$ cat src/rtl/led_cmd_ind_if.sv
// Command/LED bundle between the command sources and the LED indicator block.
// Master drives the tick tap and command levels; slave drives the LED outputs.
interface led_cmd_ind_if;
   logic       tick_src;
   logic [7:0] com_prd;
   logic [7:0] com_prm;
   logic [7:0] led;
   logic       led_prd;

   modport master (output tick_src, com_prd, com_prm, input led, led_prd);
   modport slave  (input tick_src, com_prd, com_prm, output led, led_prd);
endinterface

$ cat src/rtl/led_cmd_ind.sv
// Pulse-stretched command LEDs, time-shared between transmitter and receiver groups; led 1 clk after a displayed bit rises.
// No backpressure (pure level inputs). LED_CMD_IND_BLINK_EN makes stretch-only bits blink on the tick phase.
module led_cmd_ind #(
   parameter int HOLD_TICKS    = 8,
   parameter int STRETCH_TICKS = 4
) (
   input  logic         clk,
   input  logic         rst,
   led_cmd_ind_if.slave bus
);
   typedef enum logic [1:0] {IDLE, SHOW_PRD, SHOW_PRM} state_t;

   localparam logic [2:0] STRETCH_LD = 3'(STRETCH_TICKS);
   localparam logic [7:0] HOLD_LAST  = 8'(HOLD_TICKS - 1);

   logic        tick_src_q;
   logic        tick;
   logic [15:0] raw;
   logic [2:0]  scnt [16];
   logic [15:0] lit;
   logic [15:0] show;
   logic        act_prd;
   logic        act_prm;
   state_t      state;
   logic [7:0]  hcnt;

   assign raw  = {bus.com_prm, bus.com_prd};
   assign tick = bus.tick_src & ~tick_src_q;

   // Loaded through reset as well, so a high tap at release is not seen as an edge.
   always_ff @(posedge clk) begin
      tick_src_q <= bus.tick_src;
   end

   always_ff @(posedge clk) begin
      for (int i = 0; i < 16; i++) begin
         if (rst) begin
            scnt[i] <= 3'd0;
         end else if (raw[i]) begin
            scnt[i] <= STRETCH_LD;
         end else if (tick && (scnt[i] != 3'd0)) begin
            scnt[i] <= scnt[i] - 3'd1;
         end
      end
   end

`ifdef LED_CMD_IND_BLINK_EN
   logic phase;

   always_ff @(posedge clk) begin
      if (rst) begin
         phase <= 1'b0;
      end else if (tick) begin
         phase <= ~phase;
      end
   end
`endif

   always_comb begin
      lit  = '0;
      show = '0;
      for (int i = 0; i < 16; i++) begin
         lit[i] = raw[i] | (scnt[i] != 3'd0);
`ifdef LED_CMD_IND_BLINK_EN
         show[i] = raw[i] | ((scnt[i] != 3'd0) & phase);
`else
         show[i] = lit[i];
`endif
      end
   end

   assign act_prd = |lit[7:0];
   assign act_prm = |lit[15:8];

   // led follows the group displayed in the current state, so a state change shows one clk later.
   always_ff @(posedge clk) begin
      if (rst) begin
         state       <= IDLE;
         hcnt        <= 8'd0;
         bus.led     <= 8'h00;
         bus.led_prd <= 1'b1;
      end else begin
         bus.led_prd <= (state != SHOW_PRM);
         case (state)
            IDLE: begin
               bus.led <= 8'h00;
               hcnt    <= 8'd0;
               if (act_prd) begin
                  state <= SHOW_PRD;
               end else if (act_prm) begin
                  state <= SHOW_PRM;
               end
            end
            SHOW_PRD: begin
               bus.led <= show[7:0];
               if (!act_prd) begin
                  hcnt  <= 8'd0;
                  state <= act_prm ? SHOW_PRM : IDLE;
               end else if (!act_prm) begin
                  hcnt <= 8'd0;
               end else if (tick) begin
                  if (hcnt == HOLD_LAST) begin
                     hcnt  <= 8'd0;
                     state <= SHOW_PRM;
                  end else begin
                     hcnt <= hcnt + 8'd1;
                  end
               end
            end
            SHOW_PRM: begin
               bus.led <= show[15:8];
               if (!act_prm) begin
                  hcnt  <= 8'd0;
                  state <= act_prd ? SHOW_PRD : IDLE;
               end else if (!act_prd) begin
                  hcnt <= 8'd0;
               end else if (tick) begin
                  if (hcnt == HOLD_LAST) begin
                     hcnt  <= 8'd0;
                     state <= SHOW_PRD;
                  end else begin
                     hcnt <= hcnt + 8'd1;
                  end
               end
            end
            default: begin
               bus.led <= 8'h00;
               hcnt    <= 8'd0;
               state   <= IDLE;
            end
         endcase
      end
   end
endmodule

$ cat src/flat_wrapper.sv
// flat-port wrapper written by rule: the top's interface ports become plain ports
module led_cmd_ind_flat 
#(
   parameter int HOLD_TICKS    = 8,
   parameter int STRETCH_TICKS = 4
)
  (clk, rst, bus_tick_src, bus_com_prd, bus_com_prm, bus_led, bus_led_prd);
  led_cmd_ind_if bus_i ();
  input  logic clk;
  input  logic rst;
  input wire logic [$bits(bus_i.tick_src)-1:0] bus_tick_src;
  input wire logic [$bits(bus_i.com_prd)-1:0] bus_com_prd;
  input wire logic [$bits(bus_i.com_prm)-1:0] bus_com_prm;
  output wire logic [$bits(bus_i.led)-1:0] bus_led;
  output wire logic [$bits(bus_i.led_prd)-1:0] bus_led_prd;
  assign bus_i.tick_src = bus_tick_src;
  assign bus_i.com_prd = bus_com_prd;
  assign bus_i.com_prm = bus_com_prm;
  assign bus_led = bus_i.led;
  assign bus_led_prd = bus_i.led_prd;
  led_cmd_ind #(.HOLD_TICKS(HOLD_TICKS), .STRETCH_TICKS(STRETCH_TICKS)) u_core (.clk(clk), .rst(rst), .bus(bus_i));
endmodule
$ cat config.mk
export PLATFORM = sky130hd
export DESIGN_NAME = led_cmd_ind_flat
export DESIGN_NICKNAME = d
export VERILOG_FILES = /design/src/rtl/led_cmd_ind_if.sv /design/src/rtl/led_cmd_ind.sv /design/src/flat_wrapper.sv
export SDC_FILE = /design/constraint.sdc
export NUM_CORES = 1
export LEC_CHECK = 0
export CAP_MARGIN = 20
export CORE_MARGIN = 2
export CORE_UTILIZATION = 60
export CTS_BUF_LIST = sky130_fd_sc_hd__clkbuf_4 sky130_fd_sc_hd__clkbuf_8
export DETAILED_ROUTE_END_ITERATION = 10
export PLACE_DENSITY_LB_ADDON = 0.12
export SLEW_MARGIN = 20
export SYNTH_ARGS = -nofsm -noshare
export SYNTH_HDL_FRONTEND = slang
export SYNTH_SLANG_ARGS = --single-unit
$ cat constraint.sdc
create_clock -name clk -period 4.5 [get_ports clk]
set_input_delay 0.675 -clock clk [delete_from_list [all_inputs] [get_ports clk]]
set_output_delay 0.675 -clock clk [all_outputs]
set_load 0.01 [all_outputs]
==> results of run 1 <==
cell usage in the layout, fill, tap and decap left out, types with 3 or more instances in the layout:
cell,instances
nand2b_1,12
nand2_1,6
clkbuf_8,11
nor2_1,53
clkdlybuf4s50_1,27
inv_1,41
xor2_1,4
nor2b_1,13
nor4_1,33
xnor2_1,3
o21ai_0,29
edfxtp_1,48
nand4_1,3
ha_1,37
bufinv_16,3
a21oi_1,27
dfxtp_1,20
buf_4,3
and2b_2,3
nor4bb_1,4
nand3_1,7
mux2_2,14
layout make-up:
type / count / share of cell area (%)
clock buffer: 12 / 3.48
clock inverter: 4 / 2.08
inverter: 41 / 3.37
multi-input combinational: 276 / 42.2
sequential: 68 / 40.3
tap: 77 / 2.11
timing repair buffer: 30 / 6.41
worst register-to-register path, stage by stage, from the launching register on:
cell and delay (ns):
edfxtp_1 0.39, inv_1 0.10, ha_1 0.18, nor4bb_1 0.42, nand4_1 0.21, nor4_1 0.43, nand3_1 0.22, a221o_2 0.42
a21oi_1 0.14
synthesized netlist by cell type (all sizes together) (4+ instances only):
cell	number
edfxtp	48
inv	41
nor4bb	4
xor2	4
mux2	14
nor4	34
nor2b	14
nand3	7
nand2	6
nor2	53
ha	37
nand2b	12
clkbuf	12
o21ai	29
a21oi	27
dfxtp	20
power by group through the flow:
stage,sequential [mW],clock [mW],combinational (mW)
after detailed placement,0.773,0,0.369
after global placement,0.771,0,0.357
after global routing,0.766,0.671,0.414
after CTS,0.759,0.644,0.372
after floorplan,0.772,0,0.248
final,0.760,0.633,0.372
per-layer routing:
metal / up-vias / global-route usage (%)
met5: - / 0
met1: 1365 / 28.3
met2: 64 / 40.0
li1: 1477 / -
met3: 14 / 5.20
met4: 0 / 8.95
flip-flops by register name (all words and copies together) (netlist names):
name,count
u_core.bus.led_prd,1
u_core.hcnt,8
u_core.bus.led,8
u_core.state,2
u_core.scnt,48
u_core.tick_src_q,1
worst min-delay path by stage:
stage | startpoint | to | slack (ns) | cells after the start
after floorplan | u_core.hcnt[1] | u_core.hcnt[1] | 0.45 | 2
after global placement | u_core.hcnt[1] | u_core.hcnt[1] | 0.46 | 2
after detailed placement | u_core.hcnt[1] | u_core.hcnt[1] | 0.48 | 2
after CTS | u_core.hcnt[1] | u_core.hcnt[1] | 0.48 | 2
after global routing | u_core.hcnt[1] | u_core.hcnt[1] | 0.52 | 2
final | u_core.hcnt[1] | u_core.hcnt[1] | 0.49 | 2
logic make-up after synthesis:
group | after synthesis | share of synthesized area (%)
XOR/XNOR | 7 | 1.54
AO/OA/AOI/OAI | 64 | 9.09
adder cells (fa/ha/maj) | 37 | 11.6
buffers and inverters | 55 | 5.61
multiplexers | 16 | 4.45
AND/OR/NAND/NOR | 152 | 21.6
flip-flops | 68 | 46.1
stage by stage:
stage | hold WS (ns) | total power, mW | utilization, %
final | 0.492 | 1.76 | 71.5
after floorplan | 0.449 | 1.02 | -
after detailed placement | 0.476 | 1.14 | 67.6
after CTS | 0.484 | 1.77 | 71.5
after global routing | 0.523 | 1.85 | 71.5
after global placement | 0.456 | 1.13 | 67.6
==> impl_metrics.tcl, run 1 <==
set metrics [dict create \
    vias 2920 \
    crit_cells 6 \
    synth_nets 455 \
    drive_above_1_share_pct 11.8 \
    path_cells "clkdlybuf4s50_1 > or4_4 > nor4_1 > nand3_1 > a221o_2 > a21oi_1" \
    synth_seq_cells 68 \
    yosysUniqueCellTypes 43 \
    finalWirelength_mm 7.95 \
    max_stage_delay_ns 0.59 \
    skew_ns 0.0111 \
    crit_end "u_core.state[1]" \
    synth.area.top_cells "edfxtp_1, ha_1, dfxtp_1" \
    postSynth.asyncResetShare_pct 0 \
    drtIter0Drc 160 \
    numPlacedInstances 492 \
    wl_met3_um 396 \
    grt_max_degree 38 \
    dp_slack_ns 1.49 \
    status "finished, final reports clean" \
    antenna_left 0 \
    relSlewSlack_pct 50.0 \
    route.detailed.drc 0 \
    cts_made_buffers 9 \
    swShare_pct 26.4 \
    hold_class "reg -> reg" \
    period_share_pct 59.2 \
    crit_start "bus_com_prm[0]" \
    cp.required_ns 4.77 \
    synth_area_um2 3990 \
    first_pass_iters 4 \
    wl_per_cell_um 15.7 \
    core_um2 6390 \
    initial_core_util_pct 62.5 \
    track_usage_pct 23.2 \
    fill_cells 489 \
    worst_slew_pin_slew_ns 0.751 \
    cts_tree "done" \
    p_int_mw 1.30 \
    fp-row-count 29 \
    critical-path-top-delay-family "simple AND/OR/NAND/NOR gates" \
    cts-root-buf "clkbuf_8" \
    ys_seq_area_share_pct 46.1 \
    final_net_count 482 \
    grt_pass1_wl_mm 13.1 \
    rsz0062_at_grt "false" \
    ir_drop_mv 0.318 \
    via_per_inst 5.75 \
    finalNonFillerCells 508 \
    setup_viol 0 \
    crit_slowest_cell "or4_4" \
    die_h_um 85.6 \
    postCtsSetupRepairBufs 0 \
    clockBufferDepth 2 \
    top_layer "met4" \
    multi_input_area_um2 1930 \
    grt_pass1_vias 2898 \
    power_frac_comb_pct 21.1 \
    io_pins 28 \
    synth_flop_cell "edfxtp_1" \
    reg2reg_depth 8 \
    synth_top_cell_by_area "edfxtp_1" \
    power_density_nw_per_um2 386 \
    fin_ws_ns 1.84 \
    p_clk_share_pct 35.9 \
    maxCapViolCount 0 \
    cts_resized 0 \
    path_max_fanout 6 \
    antenna_found_initial 0 \
    path_clk_slew_ns 0.07 \
    synth_area_per_cell_um2 10.0 \
    maxSlewViolCount 0 \
    stdcell_area_um2 4570 \
    path_class "in -> reg" \
    hold_violations 0 \
    fin_crit_ns 2.66 \
    numPortBuffers 27 \
    met1_length_mm 3.48 \
    synth_top_area_share_pct 36.1 \
    reg2reg_to "u_core.state[1]" \
    placed_area_um2 4310 \
    reg2reg_from "u_core.scnt[7][3]" \
    tns_ns 0 \
    synth-edff-count 48 \
    share_seq_of_total_power_pct 43.1 \
    cp_num_buf_inv 1 \
    clk_latency_ns 0.35 \
    critPathCaptureType "register" \
    die_w_um 85.6 \
    areaGrowthSynthToFinish_pct 14.4 \
    fmax_mhz 375 \
    dr_wl_met2_mm 3.92 \
    cts_num_sinks 68 \
    gp_congestion 0.834 \
    die_area_um2 7320 \
    start_kind "primary input" \
    hold_buffers 0 \
    power.switching_mw 0.466 \
    num_antenna_cells 0 \
    r2r_slack_ns 1.93 \
    p_leak_nw 1.75 \
    cts_max_level 3 \
    dp_hpwl_mm 5.61 \
    ys_warn_count 0 \
    overflow 0 \
    worstPathArrival_ns 2.94 \
    syn_inst 399 \
    ff_latch_area_um2 1840 \
]
Note: power is estimated with default switching activity, not from simulation.
==> run 2: changes to the inputs <==
- CORE_UTILIZATION: 60 -> 55
- clock period: 4.5 -> 2.2 ns (I/O delays scaled with it)
==> run 2 against run 1 <==
Net effect: the run now ends with negative setup slack left; power increased by 95%; largest power group unchanged; clock power increased by 40%; clock-buffer cell count unchanged; combinational power increased to 2.7 times the previous value; clock skew about the same; global-route usage increased by 1.4 points; first-iteration DRC count decreased by 24%; die area increased by 8.7%; register-to-register slack got worse by 2.1 ns; sequential power increased by 110%; critical path depth increased by 3.
==> impl_metrics.tcl, run 2 (synthesized netlist as in run 1, its figures left out) <==
set metrics [dict create \
    status "finished, violations left" \
    violations "negative setup slack" \
    hold_violations 0 \
    fp-row-count 31 \
    post-route-util_pct 73.7 \
    rsz0062_at_grt "true" \
    swShare_pct 29.2 \
    max_stage_delay_ns 0.61 \
    grt_pass1_vias 3225 \
    fmax_mhz 415 \
    setup_viol 2 \
    skew_ns 0.0111 \
    path_clk_slew_ns 0.08 \
    route.detailed.drc 0 \
    fin_ws_ns -0.211 \
    p_clk_share_pct 25.7 \
    dp_hpwl_mm 6.77 \
    clk_latency_ns 0.34 \
    power_frac_comb_pct 29.0 \
    ir_drop_mv 0.372 \
    core_um2 7140 \
    top_register "u_core.scnt" \
    layout_common_cells "buf_4, nor2_1, edfxtp_1" \
    start_kind "register" \
    clockBufferDepth 2 \
    drive_above_1_share_pct 28.7 \
    worst_slew_pin_slew_ns 0.480 \
    top_regs "u_core.scnt x48, u_core.bus.led x8, u_core.hcnt x8" \
    power.switching_mw 1.00 \
    cts_made_buffers 9 \
    antenna_found_initial 0 \
    crit_slowest_cell "or4_4" \
    cts_max_level 3 \
    first_pass_iters 4 \
    finalWirelength_mm 9.26 \
    wl_per_cell_um 15.0 \
    die_w_um 89.2 \
    reg2reg_depth 9 \
    path_class "reg -> reg" \
    final_common_cell "buf_4" \
    vias 3319 \
    overflow 0 \
    cts_tree "done" \
    power_density_nw_per_um2 654 \
    worstHoldStart "u_core.hcnt[1]" \
    path_cells "inv_2 > ha_4 > nor4bb_4 > buf_4 > nand4_1 > or4_4 > a32oi_4 > a221o_2 > a21oi_2" \
    r2r_slack_ns -0.21 \
    worstPathArrival_ns 2.63 \
    initial_core_util_pct 55.9 \
    grt_max_degree 37 \
    areaGrowthSynthToFinish_pct 31.7 \
    relSlewSlack_pct 67.7 \
    maxSlewViolCount 0 \
    drtIter0Drc 122 \
    cp.required_ns 2.42 \
    die_h_um 89.2 \
    antenna_left 0 \
    share_seq_of_total_power_pct 45.2 \
    track_usage_pct 24.6 \
    p_int_mw 2.44 \
    numPortBuffers 27 \
    hold_class "reg -> reg" \
    cts-root-buf "clkbuf_8" \
    cts_num_sinks 68 \
    reg2reg_from "u_core.scnt[5][3]" \
    largest_register_ffs 48 \
    p_leak_nw 2.15 \
    num_antenna_cells 0 \
    crit_start "u_core.scnt[5][3]" \
    gp_congestion 0.867 \
    via_per_inst 5.36 \
    period_share_pct 110 \
    grt_pass1_wl_mm 14.8 \
    final_net_count 571 \
    io_pins 28 \
    reg2reg_to "u_core.state[1]" \
    crit_end "u_core.state[1]" \
    die_area_um2 7960 \
    fin_crit_ns 2.41 \
    maxCapViolCount 0 \
    critPathCaptureType "register" \
    hold_buffers 0 \
    path_max_fanout 4 \
    dp_slack_ns -0.421 \
]
[run 2: layout make-up]
type,count,area [um2]
fillers,562,1880
multi-input cells,276,2000
clock buffers,12,146
repair buffers,119,973
inverters,41,154
flip-flops and latches,68,1840
well taps,99,124
clock inverters,4,17.5
[run 2: through the flow]
stage               power [mW]  instance area [um2]  hold WS, ns  cells  TNS [ns]
floorplan                 2.09                 3990        0.358    399         0
global placement          2.49                 5000        0.456    600    -0.844
global route              3.62                 5260        0.505    619    -0.614
CTS                       3.44                 5250        0.477    618    -0.343
finish                    3.44                 5260        0.475    619    -0.392
detailed placement        2.52                 5000        0.468    600     -1.19
[run 2: worst max-delay path: cells and delay by family (launching register included)]
family	cells	cell delay, ns
and+or+nand+nor	3	0.99
DFF	1	0.41
adders and majority gates	1	0.13
buffers and inverters	2	0.25
AOI/OAI and AO/OA	3	0.53
[run 2: metal layers]
metal  share of wire [%]  up-vias  track usage [%]
met2                  50       72             42.2
met4                 2.1        0             10.2
met1                  44     1571             31.3
li1                    -     1658                -
met5                   0        -                0
met3                 4.2       18             3.23
[run 2: worst min-delay path by stage]
stage / end / slack, ns / cells past startpoint
floorplan: u_core.tick_src_q / 0.36 / 0
global placement: u_core.hcnt[1] / 0.46 / 2
detailed placement: u_core.hcnt[1] / 0.47 / 2
CTS: u_core.tick_src_q / 0.48 / 1
global route: u_core.tick_src_q / 0.50 / 1
finish: u_core.hcnt[1] / 0.47 / 2
[run 2: timing repair]
action,4_1_cts,5_1_grt
gates resized for setup,15,1
setup buffers,2,1
pin swaps,8,3
endpoints found under the setup margin,2,9
[run 2: power groups by stage]
stage	clock network [mW]	registers, mW	logic, mW
floorplan	0	1.58	0.508
global placement	0	1.57	0.920
detailed placement	0	1.58	0.946
CTS	0.900	1.55	0.990
global route	0.951	1.57	1.10
finish	0.886	1.56	0.999
==> run 3: changes to the inputs <==
- CELL_PAD_IN_SITES_DETAIL_PLACEMENT: not set -> 1
- CELL_PAD_IN_SITES_GLOBAL_PLACEMENT: not set -> 2
- CORE_UTILIZATION: 55 -> 36
- CTS_CLUSTER_DIAMETER: not set -> 60
- PLACE_DENSITY_LB_ADDON: 0.12 -> 0.3
==> run 3 against run 2 <==
Net effect: the run still ends with negative setup slack left; maximum frequency increased by 0.29%; highest routed layer unchanged; via count decreased by 0.90%; sequential power about the same; largest power group unchanged; critical endpoint unchanged; final area increased by 1.1%; worst setup slack improved by 0.0069 ns; power increased by 6.2%; flip-flop and latch count unchanged; core utilization decreased by 25 points; global-route usage decreased by 5.6 points; non-clock buffer count decreased by 12; cell count increased by 4.7%.
==> impl_metrics.tcl, run 3 (synthesized netlist as in run 1, its figures left out) <==
set metrics [dict create \
    wl_per_cell_um 16.2 \
    grt_pass1_vias 3549 \
    final_common_cell "buf_4" \
    path_max_fanout 4 \
    antenna_left 0 \
    cts_tree "done" \
    stdcell_area_um2 5320 \
    num_antenna_cells 0 \
    overflow 0 \
    finalPower_mw 3.65 \
    layout_common_cells "buf_4, nor2_1, edfxtp_1" \
    finalNonFillerCells 648 \
    worst_slew_pin_slew_ns 0.551 \
    clockBufferDepth 2 \
    path_clk_slew_ns 0.08 \
    dp_hpwl_mm 7.64 \
    grt_pass1_wl_mm 17.2 \
    hold_buffers 0 \
    cp.required_ns 2.42 \
    first_pass_iters 4 \
    swShare_pct 28.9 \
    route.detailed.drc 0 \
    cts_max_level 3 \
    path_cells "inv_2 > ha_4 > nor4bb_4 > nand4_1 > or4_4 > a32oi_4 > a221o_2 > a21oi_2" \
    die_w_um 109 \
    ir_drop_mv 0.289 \
    antenna_found_initial 0 \
    top_register "u_core.scnt" \
    cts_num_sinks 68 \
    fin_crit_ns 2.40 \
    vias 3289 \
    fp-row-count 38 \
    cts-root-buf "clkbuf_8" \
    start_kind "register" \
    fmax_mhz 416 \
    cts_made_buffers 9 \
    numPlacedInstances 624 \
    clk_latency_ns 0.35 \
    whs_ns 0.477 \
    largest_register_ffs 48 \
    drive_above_1_share_pct 28.1 \
    cp_num_buf_inv 1 \
    power.switching_mw 1.06 \
    die_area_um2 11900 \
    hold_violations 0 \
    share_seq_of_total_power_pct 42.7 \
    relSlewSlack_pct 63.0 \
    maxSlewViolCount 0 \
    maxCapViolCount 0 \
    placed_area_um2 4920 \
    via_per_inst 5.08 \
    critPathCaptureType "register" \
    numPortBuffers 27 \
    period_share_pct 109 \
    drtIter0Drc 74 \
    max_stage_delay_ns 0.59 \
    fill_cells 1214 \
    p_int_mw 2.60 \
    power_frac_comb_pct 27.9 \
    initial_core_util_pct 36.8 \
    hold_class "reg -> reg" \
    p_leak_nw 2.14 \
    worstPathArrival_ns 2.62 \
    top_regs "u_core.scnt x48, u_core.bus.led x8, u_core.hcnt x8" \
    crit_slowest_cell "or4_4" \
    grt_max_degree 37 \
    p_clk_share_pct 29.4 \
    track_usage_pct 19.0 \
    finalWirelength_mm 10.5 \
    critical-path-top-delay-family "simple AND/OR/NAND/NOR gates" \
    core_um2 10800 \
    power_density_nw_per_um2 687 \
    io_pins 28 \
    violations "negative setup slack" \
    path_class "reg -> reg" \
    die_h_um 109 \
    gp_congestion 0.839 \
    areaGrowthSynthToFinish_pct 33.1 \
    final_net_count 559 \
    rsz0062_at_grt "true" \
    fin_ws_ns -0.204 \
    status "finished, violations left" \
    skew_ns 0.0108 \
    setup_viol 8 \
]
## run 3: cell types whose count changed in the layout (fill, tap and decap cells not counted), moves of 2 or more
cell / delta
or3b_4: +2
nor4_4: +2
clkinv_2: -2
buf_4: -12
## run 3: power by group through the flow
stage / sequential (mW) / clock (mW) / combinational (mW)
finish: 1.56 / 1.07 / 1.02
global route: 1.57 / 1.14 / 1.13
CTS: 1.56 / 1.10 / 1.02
detailed placement: 1.58 / 0 / 0.952
global placement: 1.57 / 0 / 0.913
floorplan: 1.58 / 0 / 0.508
## run 3: worst reg2reg max path, cell delays in order, from the launching register on
cell and delay [ns]:
edfxtp_1 0.39, inv_2 0.10, ha_4 0.14, nor4bb_4 0.29, nand4_1 0.20, or4_4 0.59
a32oi_4 0.30, a221o_2 0.21, a21oi_2 0.05
## run 3: cell type report
type                       instances  area [um2]  share of cell area (%)
clock inverter                     2        33.8                   0.636
sequential                        68        1840                    34.7
inverter                          41         154                    2.90
clock buffer                      14         168                    3.15
tap                              140         175                    3.30
timing repair buffer             107         883                    16.6
multi-input combinational        276        2060                    38.7
## run 3: timing repair
action                     4_1_cts  5_1_grt
buffers inserted                 7        1
cloned                           0        0
gates resized for setup         21        5
pin swaps                       10        3
hold endpoints to repair         0        0
setup endpoints to repair       10       10
## run 3: per-stage QoR
step | setup WS, ns | utilization, % | TNS, ns
after global placement | -0.400 | 45.4 | -1.41
after CTS | -0.186 | 48.7 | -0.370
after detailed placement | -0.546 | 45.4 | -2.58
final | -0.204 | 49.0 | -0.404
after global routing | -0.322 | 49.0 | -1.31
after floorplan | 0.0138 | - | 0
## run 3: path summary, 6_finish.rpt
path | cells past startpoint | from | slack [ns] | endpoint
setup / recovery | 8 | u_core.scnt[5][4] | -0.20 | u_core.state[1]
hold reg to reg | 2 | u_core.hcnt[1] | 0.48 | u_core.hcnt[1]
hold / removal | 2 | u_core.hcnt[1] | 0.48 | u_core.hcnt[1]
setup reg to reg | 8 | u_core.scnt[5][4] | -0.20 | u_core.state[1]
## run 3: per-layer routing
layer  GRT usage (%)  wire length [um]  vias up
met5               0                 0        -
met4            7.69               123        0
met3            2.96               208       11
met2            33.8              5400       33
met1            22.8              4790     1612
li1                -                 -     1633
